## config.mk

```make
export PLATFORM = sky130hd
export DESIGN_NAME = cpu_mem_arb
export DESIGN_NICKNAME = d
export VERILOG_FILES = /design/src/rtl/cpu_mem_arb_pkg.sv /design/src/rtl/cpu_mem_arb.sv
export SDC_FILE = /design/constraint.sdc
export NUM_CORES = 1
export LEC_CHECK = 0
export ABC_AREA = 1
export CAP_MARGIN = 20
export CORE_ASPECT_RATIO = 0.6
export CORE_UTILIZATION = 32
export CTS_BUF_LIST = sky130_fd_sc_hd__clkbuf_8
export DETAILED_ROUTE_END_ITERATION = 12
export GPL_TIMING_DRIVEN = 0
export PLACE_DENSITY = 0.92
export SKIP_CTS_REPAIR_TIMING = 1
export SYNTH_ARGS = -nofsm -noshare
export SYNTH_HDL_FRONTEND = slang
export SYNTH_SLANG_ARGS = --single-unit
```

## constraint.sdc

```tcl
create_clock -name clk -period 1.45 [get_ports clk]
set_input_delay 0.29 -clock clk [delete_from_list [all_inputs] [get_ports clk]]
set_output_delay 0.29 -clock clk [all_outputs]
set_load 0.02 [all_outputs]
```

## src/rtl/cpu_mem_arb_pkg.sv

```systemverilog
// Shared CPU package: data types, RAM geometry defaults and arbiter state encoding.
// The VERIFY state exists only when CPU_MEM_VERIFY_EN is defined.
package cpu_mem_arb_pkg;

  localparam int unsigned AddrWDefault = 4;
  localparam int unsigned DataWDefault = 8;

  typedef logic [7:0] byte_t;

  typedef enum logic [2:0] {
    StRun,
    StDrain,
    StProg,
`ifdef CPU_MEM_VERIFY_EN
    StVerify,
`endif
    StResume
  } arb_state_e;

endpackage

```

## src/rtl/cpu_mem_arb.sv

```systemverilog
// Arbitrates the program RAM between the CPU and the front-panel loader.
// Define CPU_MEM_VERIFY_EN to read back and check every loader write.
module cpu_mem_arb
  import cpu_mem_arb_pkg::*;
#(
  parameter int unsigned ADDR_W = AddrWDefault,
  parameter int unsigned DATA_W = DataWDefault
) (
  input  logic              clk,
  input  logic              reset,
  input  logic              prog_mode_i,
  input  logic              cpu_we_i,
  input  logic [ADDR_W-1:0] cpu_addr_i,
  input  logic [DATA_W-1:0] cpu_data_i,
  output logic [DATA_W-1:0] cpu_data_o,
  output logic              cpu_hold_o,
  input  logic              ld_valid_i,
  input  logic [ADDR_W-1:0] ld_addr_i,
  input  logic [DATA_W-1:0] ld_data_i,
  output logic              ld_ready_o,
  output logic [ADDR_W:0]   ld_count_o,
  output logic              ld_err_o,
  output logic              mem_we_o,
  output logic [ADDR_W-1:0] mem_addr_o,
  output logic [DATA_W-1:0] mem_data_o,
  input  logic [DATA_W-1:0] mem_data_i
);

  localparam logic [ADDR_W:0] CountMax = {1'b1, {ADDR_W{1'b0}}};
  localparam logic [ADDR_W:0] CountOne = {{ADDR_W{1'b0}}, 1'b1};

  arb_state_e        state_q, state_d;
  logic [ADDR_W:0]   count_q, count_d;
  logic              accept;

`ifdef CPU_MEM_VERIFY_EN
  logic              err_q, err_d;
  logic [ADDR_W-1:0] last_addr_q, last_addr_d;
  logic [DATA_W-1:0] last_data_q, last_data_d;
`endif

  assign cpu_data_o = mem_data_i;
  assign ld_count_o = count_q;

  always_comb begin
    state_d    = state_q;
    count_d    = count_q;
    cpu_hold_o = 1'b1;
    ld_ready_o = 1'b0;
    mem_we_o   = 1'b0;
    mem_addr_o = cpu_addr_i;
    mem_data_o = cpu_data_i;
    accept     = 1'b0;
`ifdef CPU_MEM_VERIFY_EN
    err_d       = err_q;
    last_addr_d = last_addr_q;
    last_data_d = last_data_q;
`endif
    unique case (state_q)
      StRun: begin
        cpu_hold_o = 1'b0;
        mem_we_o   = cpu_we_i;
        if (prog_mode_i) begin
          state_d = StDrain;
          count_d = '0;
`ifdef CPU_MEM_VERIFY_EN
          err_d   = 1'b0;
`endif
        end
      end
      StDrain: state_d = StProg;
      StProg: begin
        // Ready follows prog_mode_i so a falling request never races a write.
        ld_ready_o = prog_mode_i;
        mem_addr_o = ld_addr_i;
        mem_data_o = ld_data_i;
        accept     = ld_valid_i & prog_mode_i;
        mem_we_o   = accept;
        if (accept && count_q != CountMax) count_d = count_q + CountOne;
        if (!prog_mode_i) begin
          state_d = StResume;
        end
`ifdef CPU_MEM_VERIFY_EN
        else if (accept) begin
          state_d     = StVerify;
          last_addr_d = ld_addr_i;
          last_data_d = ld_data_i;
        end
`endif
      end
`ifdef CPU_MEM_VERIFY_EN
      StVerify: begin
        mem_addr_o = last_addr_q;
        if (mem_data_i != last_data_q) err_d = 1'b1;
        state_d = prog_mode_i ? StProg : StResume;
      end
`endif
      StResume: state_d = StRun;
      default:  state_d = StRun;
    endcase
  end

  always_ff @(posedge clk) begin
    if (reset) begin
      state_q <= StRun;
      count_q <= '0;
    end else begin
      state_q <= state_d;
      count_q <= count_d;
    end
  end

`ifdef CPU_MEM_VERIFY_EN
  always_ff @(posedge clk) begin
    if (reset) err_q <= 1'b0;
    else       err_q <= err_d;
  end

  always_ff @(posedge clk) begin
    last_addr_q <= last_addr_d;
    last_data_q <= last_data_d;
  end

  assign ld_err_o = err_q;
`else
  assign ld_err_o = 1'b0;
`endif

endmodule

```

## Yosys cells after proc, flatten, opt, wreduce, memory -nomap -nowiden

Cells that the tools add are included.

- Mux-type cells: 11
- Equality and inequality tests: 6
- Add/subtract/negate cells: 1
- Bitwise operators: 1
- Reductions and logical operators: 5

Operators with widths:

| operator | count |
|---|---|
| $mux 5 | 2 |
| $pmux 5 s2 | 1 |
| $pmux 3 s3 | 1 |
| $mux 8 | 1 |
| $mux 3 | 2 |
| $ne 2x2->1 const B | 3 |
| $add 5x1->5 const B | 1 |
| $ne 5x5->1 const B | 1 |
| $mux 4 | 1 |
| $eq 3x1->1 const B | 1 |
| $eq 3x2->1 const B | 1 |
| $logic_not 3->1 | 1 |
| $reduce_and 3->1 | 1 |
| $mux 1 | 2 |
| $pmux 1 s2 | 1 |
| $reduce_and 2->1 | 1 |
| $reduce_bool 2->1 | 1 |
| $and 1x1->1 | 1 |
| $logic_and 1x1->1 | 1 |

- Output and inout bits: 29
- Input bits: 37
- Logic and storage cells: 26
- Register bits after elaboration: 8

## Depth between registers and ports, before layout

Gate-level depths: netlist (run 1).

- Depth after elaboration: 4
- Depth in mapped cells: 10

## Worst setup path before layout (run 1)

No wires, ideal clock.

- Path type: register to output
- Start: register state_q[0]
- End: output port mem_we_o
- Required time: 1.160 ns
- Data arrival time: 1.229 ns
- Path slack: -0.069 ns
- Path buffers: 1
- Cell stages (with the launch flop): 6
- Path through: dfxtp_1 -> inv_1 -> ha_1 -> buf_6 -> inv_4 -> o21ai_0

- Cells in the longest elaborated chain, start to end: 2

Ends and longest elaborated chain:

| element | line | text |
|---|---|---|
| from (decl) | cpu_mem_arb.sv:32 | `arb_state_e state_q, state_d;` |
| from (signal assigned) | cpu_mem_arb.sv:105 | `state_q <= StRun;` |
| from (signal assigned) | cpu_mem_arb.sv:108 | `state_q <= state_d;` |
| $eq 3x2->1 / $logic_not 3->1 (equally long branches) | cpu_mem_arb.sv:59 | `unique case (state_q)` |
| $pmux 1 s2 (*) | cpu_mem_arb.sv:59 |  |
| to (decl) | cpu_mem_arb.sv:23 | `output logic mem_we_o,` |

Every way passes the cells marked *; elsewhere a longest branch is shown, timed or not.

## Worst setup path after layout (run 1)

- Start: register state_q[0]
- End: output port mem_data_o[5]

- Cells in the longest elaborated chain, start to end: 2

Ends and longest elaborated chain:

| element | line | text |
|---|---|---|
| $eq 3x2->1 | cpu_mem_arb.sv:59 |  |
| $mux 8 | cpu_mem_arb.sv:59 |  |
| to (decl) | cpu_mem_arb.sv:25 | `output logic [DATA_W-1:0] mem_data_o,` |

Every way passes these cells.

==> impl_metrics.csv, run 1 <==
group,metric,value,unit
clock_network,numCtsBuffers,3,
sta,timing.fmax,0.618,GHz
floorplan,ios,66,
clock_network,worstSkewPairLatency,230,ps
global_route,grt_pass1_vias,854,
global_route,antenna_found_initial,0,
detailed_routing,drtPass1Iterations,4,
power,p_per_area,1410,nW/µm²
power,p_int,0.00121,W
place,postPlaceCellArea,1380,µm²
sta,fin_ws,-167,ps
outcome,status,"finished, violations left",
clock_network,clockRootBuffer,"clkbuf_8",
outcome,violations,"setup timing",
floorplan,die_x,64.6,µm
power,p_leak,0.833,nW
global_route,globalRoute.totalOverflow,0,
place,dp_cells,214,
global_route,grt_max_degree,11,
clock_network,cts_sinks,7,
power,power_frac_comb,73.6,%
setup_path,startpoint_type,"register",
synth,synth.cell_area,753,µm²
place,dpl.hpwl,1930,µm
setup_path,worstSetupEndpointType,"output port",
clock_network,clkTransAtPathRegs,40,ps
synth,synth_commonest_cells,"54 x nand2_1, 10 x buf_4, 10 x inv_1, 9 x nand3_1, 8 x nor2_1",
finish,multiInputGateArea,515,µm²
power,ir_drop,0.851,mV
setup_path,worstSetupPathType,"reg2out",
synth,yosys_warnings,0,
worst_hold_path,hold_path.class,"in2reg",
sta,whs,530,ps
synth,syn_avg_cell_area,5.88,µm²
place,io_buffer_count,56,
floorplan,std_cell_rows,13,
detailed_routing,drcViolationCount,0,
detailed_routing,num_vias,1041,
synth,synth-edff-count,0,
finish,nets,238,
detailed_routing,wl_per_cell,11.6,µm
place,gp_congestion,0.802,
setup_path,crit_fanout,7,
setup_path,worstPathRequired,1160,ps
sta,setup_violations,13,
power,p_sw,0.000990,W
floorplan,initial_core_util,34.3,%
clock_network,cts.htree.levels,1,
global_route,grt_pass1_wl,3520,µm
detailed_routing,drtAntennaViolNets,0,
detailed_routing,first_iter_violations,16,
floorplan,dieArea,2560,µm²
synth,yosysSeqAreaShare,18.6,%
detailed_routing,vias_per_cell,4.63,
synth,syn_nets,170,
synth,synthTopCellsByArea,"nand2_1 27%, dfxtp_1 19%, buf_4 10%",
synth,synthCells,128,
synth,synth-async-reset-ratio,0,%
clock_network,cts_tree,"yes",
sta,slew_viol_final,0,
sta,rsz0062_at_grt,"yes",
finish,fillCellCount,183,
synth,yosysTopAreaCellShare,26.9,%
clock_network,clockBufferDepth,2,
sta,fin_crit_sh,112,%
finish,antennaDiodeCount,0,
finish,drive_gt1_share,35.9,%
sta,clock_skew,2.90,ps
power,netSwitchingFraction,45.0,%
synth,ys.flop_type,"dfxtp_1",
run,max_cap_viol_count,0,
floorplan,core_area,2200,µm²
global_route,track_usage,18.8,%
finish,synthToLayoutAreaGrowth,108,%
floorplan,dieHeight,39.6,µm
detailed_routing,drt_wl_total,2610,µm
finish,fin_cells,225,
finish,seqCellArea,144,µm²
synth,synth_cell_types,23,
setup_path,arrival,1330,ps
power,seqPwrFrac,14.0,%
sta,fin_crit,1620,ps
sta,finalHoldViolCount,0,
finish,design_area,1570,µm²
power,clkPwrFrac,12.4,%
synth,synth_top_cell_by_area,"nand2_1",
sta,tns,-1710,ps
synth,synth-seq-cells,7,
synth,yosysMostFrequentCell,"nand2_1",
## area by class of cell
cell class	count	area share [%]
clock inverter	1	0.240
timing repair buffer	63	41.3
inverter	14	3.84
sequential	7	9.19
tap	30	2.40
multi-input combinational	94	32.9
clock buffer	3	2.64
buffer	13	7.43
## registers in the layout, summed over array words and instances, names as in the netlist
signal	flops
ld_count_o	5
state_q	2
## routing by layer
layer  vias up  track usage (%)  wire (µm)
li1        521                -          -
met1       476             18.2       1000
met2        40             38.9       1380
met3         4             5.81        197
met4         0             7.22         30
met5         -                0          0
## power groups by stage
stage / logic, W / registers (W) / clock network (W)
after floorplan: 0.000809 / 0.000318 / 0
after global routing: 0.00174 / 0.000315 / 0.000286
after detailed placement: 0.00134 / 0.000303 / 0
after CTS: 0.00135 / 0.000299 / 0.000279
final: 0.00162 / 0.000308 / 0.000273
after global placement: 0.00131 / 0.000295 / 0
## final timing paths
kind | from | to | slack, ps | cells after the start
max | state_q[0] | mem_data_o[5] | -170 | 8
min | prog_mode_i | state_q[0] | 530 | 4
max reg2reg | state_q[0] | ld_count_o[4] | 50 | 10
min reg2reg | state_q[1] | state_q[1] | 550 | 2
## layout by cell type, fill, tap and decap left out, types with 2 or more instances in the layout
master / n
a21oi_1: 5
buf_4: 16
buf_6: 18
clkbuf_8: 3
clkdlybuf4s50_1: 35
dfxtp_1: 4
dfxtp_2: 3
dlymetal6s2s_1: 6
ha_1: 3
inv_1: 9
inv_2: 4
nand2_1: 40
nand2_2: 15
nand3_1: 9
nand4_1: 2
nor2_1: 8
nor2_2: 2
o21ai_1: 2
## cells by family after synthesis
group | count (synthesis) | synth area share, %
AO/OA/AOI/OAI | 9 | 6.48
flip-flops | 7 | 18.6
other | 1 | 0.498
buffers and inverters | 27 | 20.1
adder cells (fa/ha/maj) | 5 | 8.31
AND/OR/NAND/NOR | 79 | 46.0
## worst max-delay path, cell delays in order (launching register included)
cell and delay (ps):
dfxtp_2 320, inv_2 50, ha_4 160, buf_8 140, inv_8 70, buf_6 110, nand2_1 60, nand2_2 70
buf_6 120
## through the flow
stage	worst slack [ps]	total power (W)	utilization, %
after floorplan	7.38	0.00113	-
after global placement	-625	0.00160	62.7
after detailed placement	-671	0.00165	62.7
after CTS	-918	0.00193	64.7
after global routing	-220	0.00234	71.3
final	-167	0.00220	71.3
Power figures use the tool's default switching activity.
==> run 2, diff against run 1 <==
--- a/config.mk
+++ b/config.mk
@@ -12,7 +12,7 @@
 export CTS_BUF_LIST = sky130_fd_sc_hd__clkbuf_8
 export DETAILED_ROUTE_END_ITERATION = 12
 export GPL_TIMING_DRIVEN = 0
-export PLACE_DENSITY = 0.92
+export PLACE_DENSITY = 0.82
 export SKIP_CTS_REPAIR_TIMING = 1
 export SYNTH_ARGS = -nofsm -noshare
 export SYNTH_HDL_FRONTEND = slang
==> run 2 against run 1 <==
Net effect: the run still ends with setup timing left; cell count is the same; utilization is 1.0 points higher; sequential power barely moved; via count is 2.9% lower; flip-flop and latch count did not move; count of clock-buffer cells in the layout is the same; fmax up 0.75%; power fell by 0.31%; clock power is 5% lower; largest power group unchanged.
==> impl_metrics.csv, run 2 (synthesis results as in run 1) <==
group,metric,value,unit
outcome,status,"finished, violations left",
outcome,violations,"setup timing",
place,place_ws,-713,ps
power,p_leak,0.836,nW
finish,antennaDiodeCount,0,
global_route,track_usage,17.4,%
worst_hold_path,hold_path.class,"reg2reg",
setup_path,critPathMaxStageDelay,330,ps
floorplan,std_cell_rows,13,
sta,finalHoldViolCount,0,
clock_network,cts.htree.levels,1,
clock_network,clockBufferDepth,2,
floorplan,core_area,2200,µm²
place,io_buffer_count,56,
sta,fin_ws,-155,ps
global_route,grt_pass1_wl,3400,µm
clock_network,clkTransAtPathRegs,40,ps
setup_path,ff2ff_setup_slack,100,ps
setup_path,worstPathRequired,1160,ps
detailed_routing,drcViolationCount,0,
floorplan,dieHeight,39.6,µm
sta,whs,571,ps
setup_path,crit_start,"state_q[0]",
finish,fillCellCount,189,
finish,final_common_cell,"clkdlybuf4s50_1",
setup_path,ff2ff_path_depth,10,
clock_network,worstSkewPairLatency,220,ps
sta,fin_crit_sh,111,%
setup_path,startpoint_type,"register",
sta,setup_violations,14,
sta,fin_crit,1600,ps
setup_path,worstSetupPathType,"reg2out",
floorplan,initial_core_util,34.3,%
global_route,grt_pass1_vias,836,
setup_path,r2r-start,"state_q[0]",
detailed_routing,vias_per_cell,4.49,
clock_network,numCtsBuffers,3,
setup_path,cp_slowest_cell,"dfxtp_2",
clock_network,cts_tree,"yes",
sta,tns,-1690,ps
detailed_routing,drtAntennaViolNets,0,
setup_path,timing.critical_path.buf_inv,5,
finish,layout_common_cells,"35 x clkdlybuf4s50_1, 34 x nand2_1, 20 x nand2_2",
sta,slew_viol_final,0,
floorplan,dieArea,2560,µm²
power,p_per_area,1380,nW/µm²
setup_path,arrival,1310,ps
sta,timing.fmax,0.623,GHz
setup_path,cp_top_family,"buffers and inverters",
setup_path,cp.depth,8,
setup_path,crit_chain,"inv_2 > ha_4 > buf_8 > inv_8 > buf_6 > nand2_2 > nand2_2 > buf_6",
detailed_routing,num_vias,1011,
floorplan,die_x,64.6,µm
clock_network,clockRootBuffer,"clkbuf_8",
power,ir_drop,0.846,mV
finish,nets,238,
setup_path,crit_fanout,7,
finish,synthToLayoutAreaGrowth,111,%
place,gp_congestion,0.787,
global_route,antenna_found_initial,0,
sta,rsz0062_at_grt,"yes",
global_route,grt_max_degree,11,
setup_path,r2r-end,"ld_count_o[0]",
run,max_cap_viol_count,0,
setup_path,endpoint,"mem_addr_o[0]",
global_route,globalRoute.totalOverflow,0,
detailed_routing,drt_wl_total,2460,µm
detailed_routing,first_iter_violations,14,
place,dpl.hpwl,1810,µm
finish,largest_register_ffs,5,
clock_network,cts_sinks,7,
setup_path,worstSetupEndpointType,"output port",
finish,drive_gt1_share,38.5,%
floorplan,ios,66,
detailed_routing,wl_per_cell,10.9,µm
sta,clock_skew,1.81,ps
detailed_routing,drtPass1Iterations,6,
==> run 2: cell count changes in the layout (fill, tap and decap cells not counted) <==
cell / change
inv_2: -1
buf_4: +2
ha_4: +1
inv_1: +1
buf_6: -2
nand2_1: -6
nand2_4: +1
ha_2: -1
nand2_2: +5
==> run 2: how the worst min path moves through the flow <==
stage | startpoint | to | slack [ps] | cells past startpoint
after detailed placement | state_q[1] | state_q[1] | 510 | 2
after global placement | state_q[0] | state_q[0] | 470 | 2
after floorplan | reset | ld_count_o[2] | 350 | 1
after CTS | state_q[0] | state_q[0] | 520 | 2
after global routing | state_q[1] | state_q[1] | 600 | 2
final | ld_count_o[2] | ld_count_o[2] | 570 | 2
==> run 2: where the power goes <==
| group | switching (W) | internal, W | total (W) |
|---|---|---|---|
| sequential | 0.0000615 | 0.000247 | 0.000308 |
| clock | 0.0000778 | 0.000182 | 0.000260 |
| combinational | 0.000838 | 0.000787 | 0.00162 |
| total | 0.000977 | 0.00122 | 0.00219 |
==> run 2: stage by stage <==
| stage | instances | utilization, % | total power, W | area (µm²) |
|---|---|---|---|---|
| after global routing | 225 | 72.3 | 0.00235 | 1590 |
| after detailed placement | 214 | 62.7 | 0.00165 | 1380 |
| after floorplan | 128 | - | 0.00113 | 778 |
| final | 225 | 72.3 | 0.00219 | 1590 |
| after CTS | 218 | 64.7 | 0.00192 | 1420 |
| after global placement | 214 | 62.7 | 0.00161 | 1380 |
==> run 2: area by class of cell <==
| cell class | count | area, µm² | share of cell area, % |
|---|---|---|---|
| Inverter | 14 | 60.1 | 3.78 |
| Timing Repair Buffer | 63 | 643 | 40.5 |
| Tap cell | 30 | 37.5 | 2.36 |
| Sequential cell | 7 | 144 | 9.06 |
| Clock inverter | 1 | 3.75 | 0.236 |
| Multi-Input combinational cell | 94 | 546 | 34.4 |
| Buffer | 13 | 113 | 7.09 |
| Clock buffer | 3 | 41.3 | 2.60 |
==> run 2: worst register-to-register path: stages (launching register included) <==
cell and delay, ps:
dfxtp_2 330, inv_2 50, buf_4 130, ha_4 160, inv_2 70, nor2_2 40, nor2_2 90, buf_4 180
nand3_1 90, nand2_1 70, nor2_1 40
==> run 2: per-layer routing <==
layer,routed length [µm],GRT usage (%),vias up
met5,0,0,-
met4,0,0,0
met3,185,5.81,0
met2,1280,36.1,35
met1,992,18.6,454
li1,-,-,522
==> run 3, diff against run 2 <==
--- a/config.mk
+++ b/config.mk
@@ -7,12 +7,13 @@
 export LEC_CHECK = 0
 export ABC_AREA = 1
 export CAP_MARGIN = 20
-export CORE_ASPECT_RATIO = 0.6
-export CORE_UTILIZATION = 32
+export CORE_AREA = 2 2 39 41
 export CTS_BUF_LIST = sky130_fd_sc_hd__clkbuf_8
 export DETAILED_ROUTE_END_ITERATION = 12
+export DIE_AREA = 0 0 41 43
+export DONT_BUFFER_PORTS = 1
 export GPL_TIMING_DRIVEN = 0
-export PLACE_DENSITY = 0.82
+export PLACE_DENSITY = 0.72
 export SKIP_CTS_REPAIR_TIMING = 1
 export SYNTH_ARGS = -nofsm -noshare
 export SYNTH_HDL_FRONTEND = slang
==> run 3 against run 2 <==
Net effect: the run still ends with setup timing left; critical endpoint is now mem_data_o[7]; worst hold slack worse by 460 ps; utilization down 0.43 points; die area down 31%; power down 18%; highest routed layer is now met4; cell count down 32%; wire length down 19%; flip-flop and latch count unchanged.
==> impl_metrics.csv, run 3 (synthesis results as in run 1) <==
group,metric,value,unit
detailed_routing,wl_per_cell,13.1,µm
detailed_routing,vias_per_cell,5.26,
setup_path,critPathMaxStageDelay,400,ps
global_route,grt_pass1_wl,2480,µm
finish,synthToLayoutAreaGrowth,32.1,%
clock_network,clockRootBuffer,"clkbuf_8",
sta,timing.fmax,0.634,GHz
power,p_leak,0.495,nW
detailed_routing,drtAntennaViolNets,0,
sta,clock_skew,1.52,ps
clock_network,clockBufferDepth,2,
sta,fin_crit_sh,109,%
sta,fin_crit,1580,ps
finish,fillCellCount,112,
finish,fin_cells,153,
outcome,status,"finished, violations left",
detailed_routing,first_iter_violations,11,
sta,rsz0062_at_grt,"yes",
sta,tns,-1390,ps
setup_path,worstPathRequired,1160,ps
floorplan,std_cell_rows,14,
outcome,violations,"setup timing",
floorplan,core_area,1380,µm²
clock_network,numCtsBuffers,3,
detailed_routing,drcViolationCount,0,
clock_network,clkTransAtPathRegs,40,ps
sta,whs,115,ps
clock_network,worstSkewPairLatency,230,ps
finish,antennaDiodeCount,0,
global_route,track_usage,19.8,%
global_route,grt_pass1_vias,655,
finish,largest_register_ffs,5,
place,gp_congestion,0.719,
detailed_routing,drt_wl_total,2000,µm
finish,drive_gt1_share,41.6,%
sta,fin_ws,-128,ps
setup_path,crit_chain,"ha_4 > buf_8 > buf_6 > nand2_1 > nand2_4",
clock_network,cts.htree.levels,1,
run,max_cap_viol_count,0,
finish,nets,180,
power,ir_drop,1.02,mV
power,p_per_area,1800,nW/µm²
setup_path,r2r-start,"state_q[1]",
place,dpl.hpwl,1340,µm
floorplan,die_x,41,µm
setup_path,worstSetupPathType,"reg2out",
setup_path,crit_start,"state_q[1]",
worst_hold_path,hold_path.class,"in2reg",
finish,postLayoutCoreUtil,71.9,%
setup_path,ff2ff_setup_slack,-20,ps
setup_path,cp_slowest_cell,"dfxtp_1",
sta,finalHoldViolCount,0,
finish,layout_common_cells,"35 x nand2_1, 13 x buf_4, 11 x nand2_2",
setup_path,arrival,1290,ps
setup_path,startpoint_type,"register",
setup_path,worstSetupEndpointType,"output port",
floorplan,dieArea,1760,µm²
global_route,antenna_found_initial,0,
floorplan,initial_core_util,54.4,%
finish,final_common_cell,"nand2_1",
setup_path,crit_fanout,10,
setup_path,ff2ff_path_depth,9,
sta,slew_viol_final,0,
sta,setup_violations,19,
detailed_routing,drtPass1Iterations,4,
setup_path,r2r-end,"ld_count_o[1]",
clock_network,cts_tree,"yes",
detailed_routing,num_vias,805,
place,io_buffer_count,0,
floorplan,dieHeight,43,µm
global_route,globalRoute.totalOverflow,0,
place,dp_cells,144,
global_route,grt_max_degree,11,
setup_path,endpoint,"mem_data_o[7]",
clock_network,cts_sinks,7,
floorplan,ios,66,
==> run 3: cell count changes in the layout (fill, tap and decap cells not counted), sizes merged <==
| cell | change |
|---|---|
| buf | -17 |
| clkdlybuf4s50 | -35 |
| dlymetal6s2s | -6 |
==> run 3: worst min path at each step <==
stage          start            end  cells past startpoint
4_1_cts        reset  ld_count_o[2]                      1
3_5_place_dp   reset  ld_count_o[2]                      1
3_3_place_gp   reset  ld_count_o[2]                      1
2_1_floorplan  reset  ld_count_o[2]                      1
6_report       reset  ld_count_o[2]                      1
5_1_grt        reset  ld_count_o[2]                      1
==> run 3: cell type report <==
| class | instances | area [µm²] | share of cell area, % |
|---|---|---|---|
| Buffer | 13 | 116 | 11.7 |
| Sequential cell | 7 | 144 | 14.5 |
| Clock inverter | 1 | 3.75 | 0.377 |
| Inverter | 14 | 60.1 | 6.04 |
| Tap cell | 16 | 20.0 | 2.01 |
| Multi-Input combinational cell | 94 | 571 | 57.4 |
| Clock buffer | 3 | 41.3 | 4.15 |
| Timing Repair Buffer | 5 | 38.8 | 3.90 |
==> run 3: stage by stage <==
step / area (µm²) / setup slack [ps] / power, W
floorplan: 778 / 7.38 / 0.00113
global placement: 798 / -85.7 / 0.00122
detailed placement: 798 / -107 / 0.00124
CTS: 843 / -356 / 0.00152
global route: 995 / -173 / 0.00192
finish: 995 / -128 / 0.00179
==> run 3: worst max-delay path: cells and delay by family (launching register included) <==
family / cells / cell delay [ps]
buffers and inverters: 2 / 260
and+or+nand+nor: 2 / 220
DFF: 1 / 400
adders and majority gates: 1 / 180
==> run 3: where the power goes <==
group / leakage, nW / internal, W / total (W) / switching, W
logic: 0.410 / 0.000433 / 0.00117 / 0.000738
registers: 0.0586 / 0.000246 / 0.000341 / 0.0000946
clock network: 0.0269 / 0.000184 / 0.000278 / 0.0000941
total: 0.495 / 0.000863 / 0.00179 / 0.000927
==> run 3: per-layer routing <==
layer  GRT usage, %  routed length (µm)  share of wire [%]
met5              0                   0                  0
met1           22.3                 655                 33
met4           4.00                   5               0.25
met2           33.4                1160                 58
met3           7.85                 180                9.0
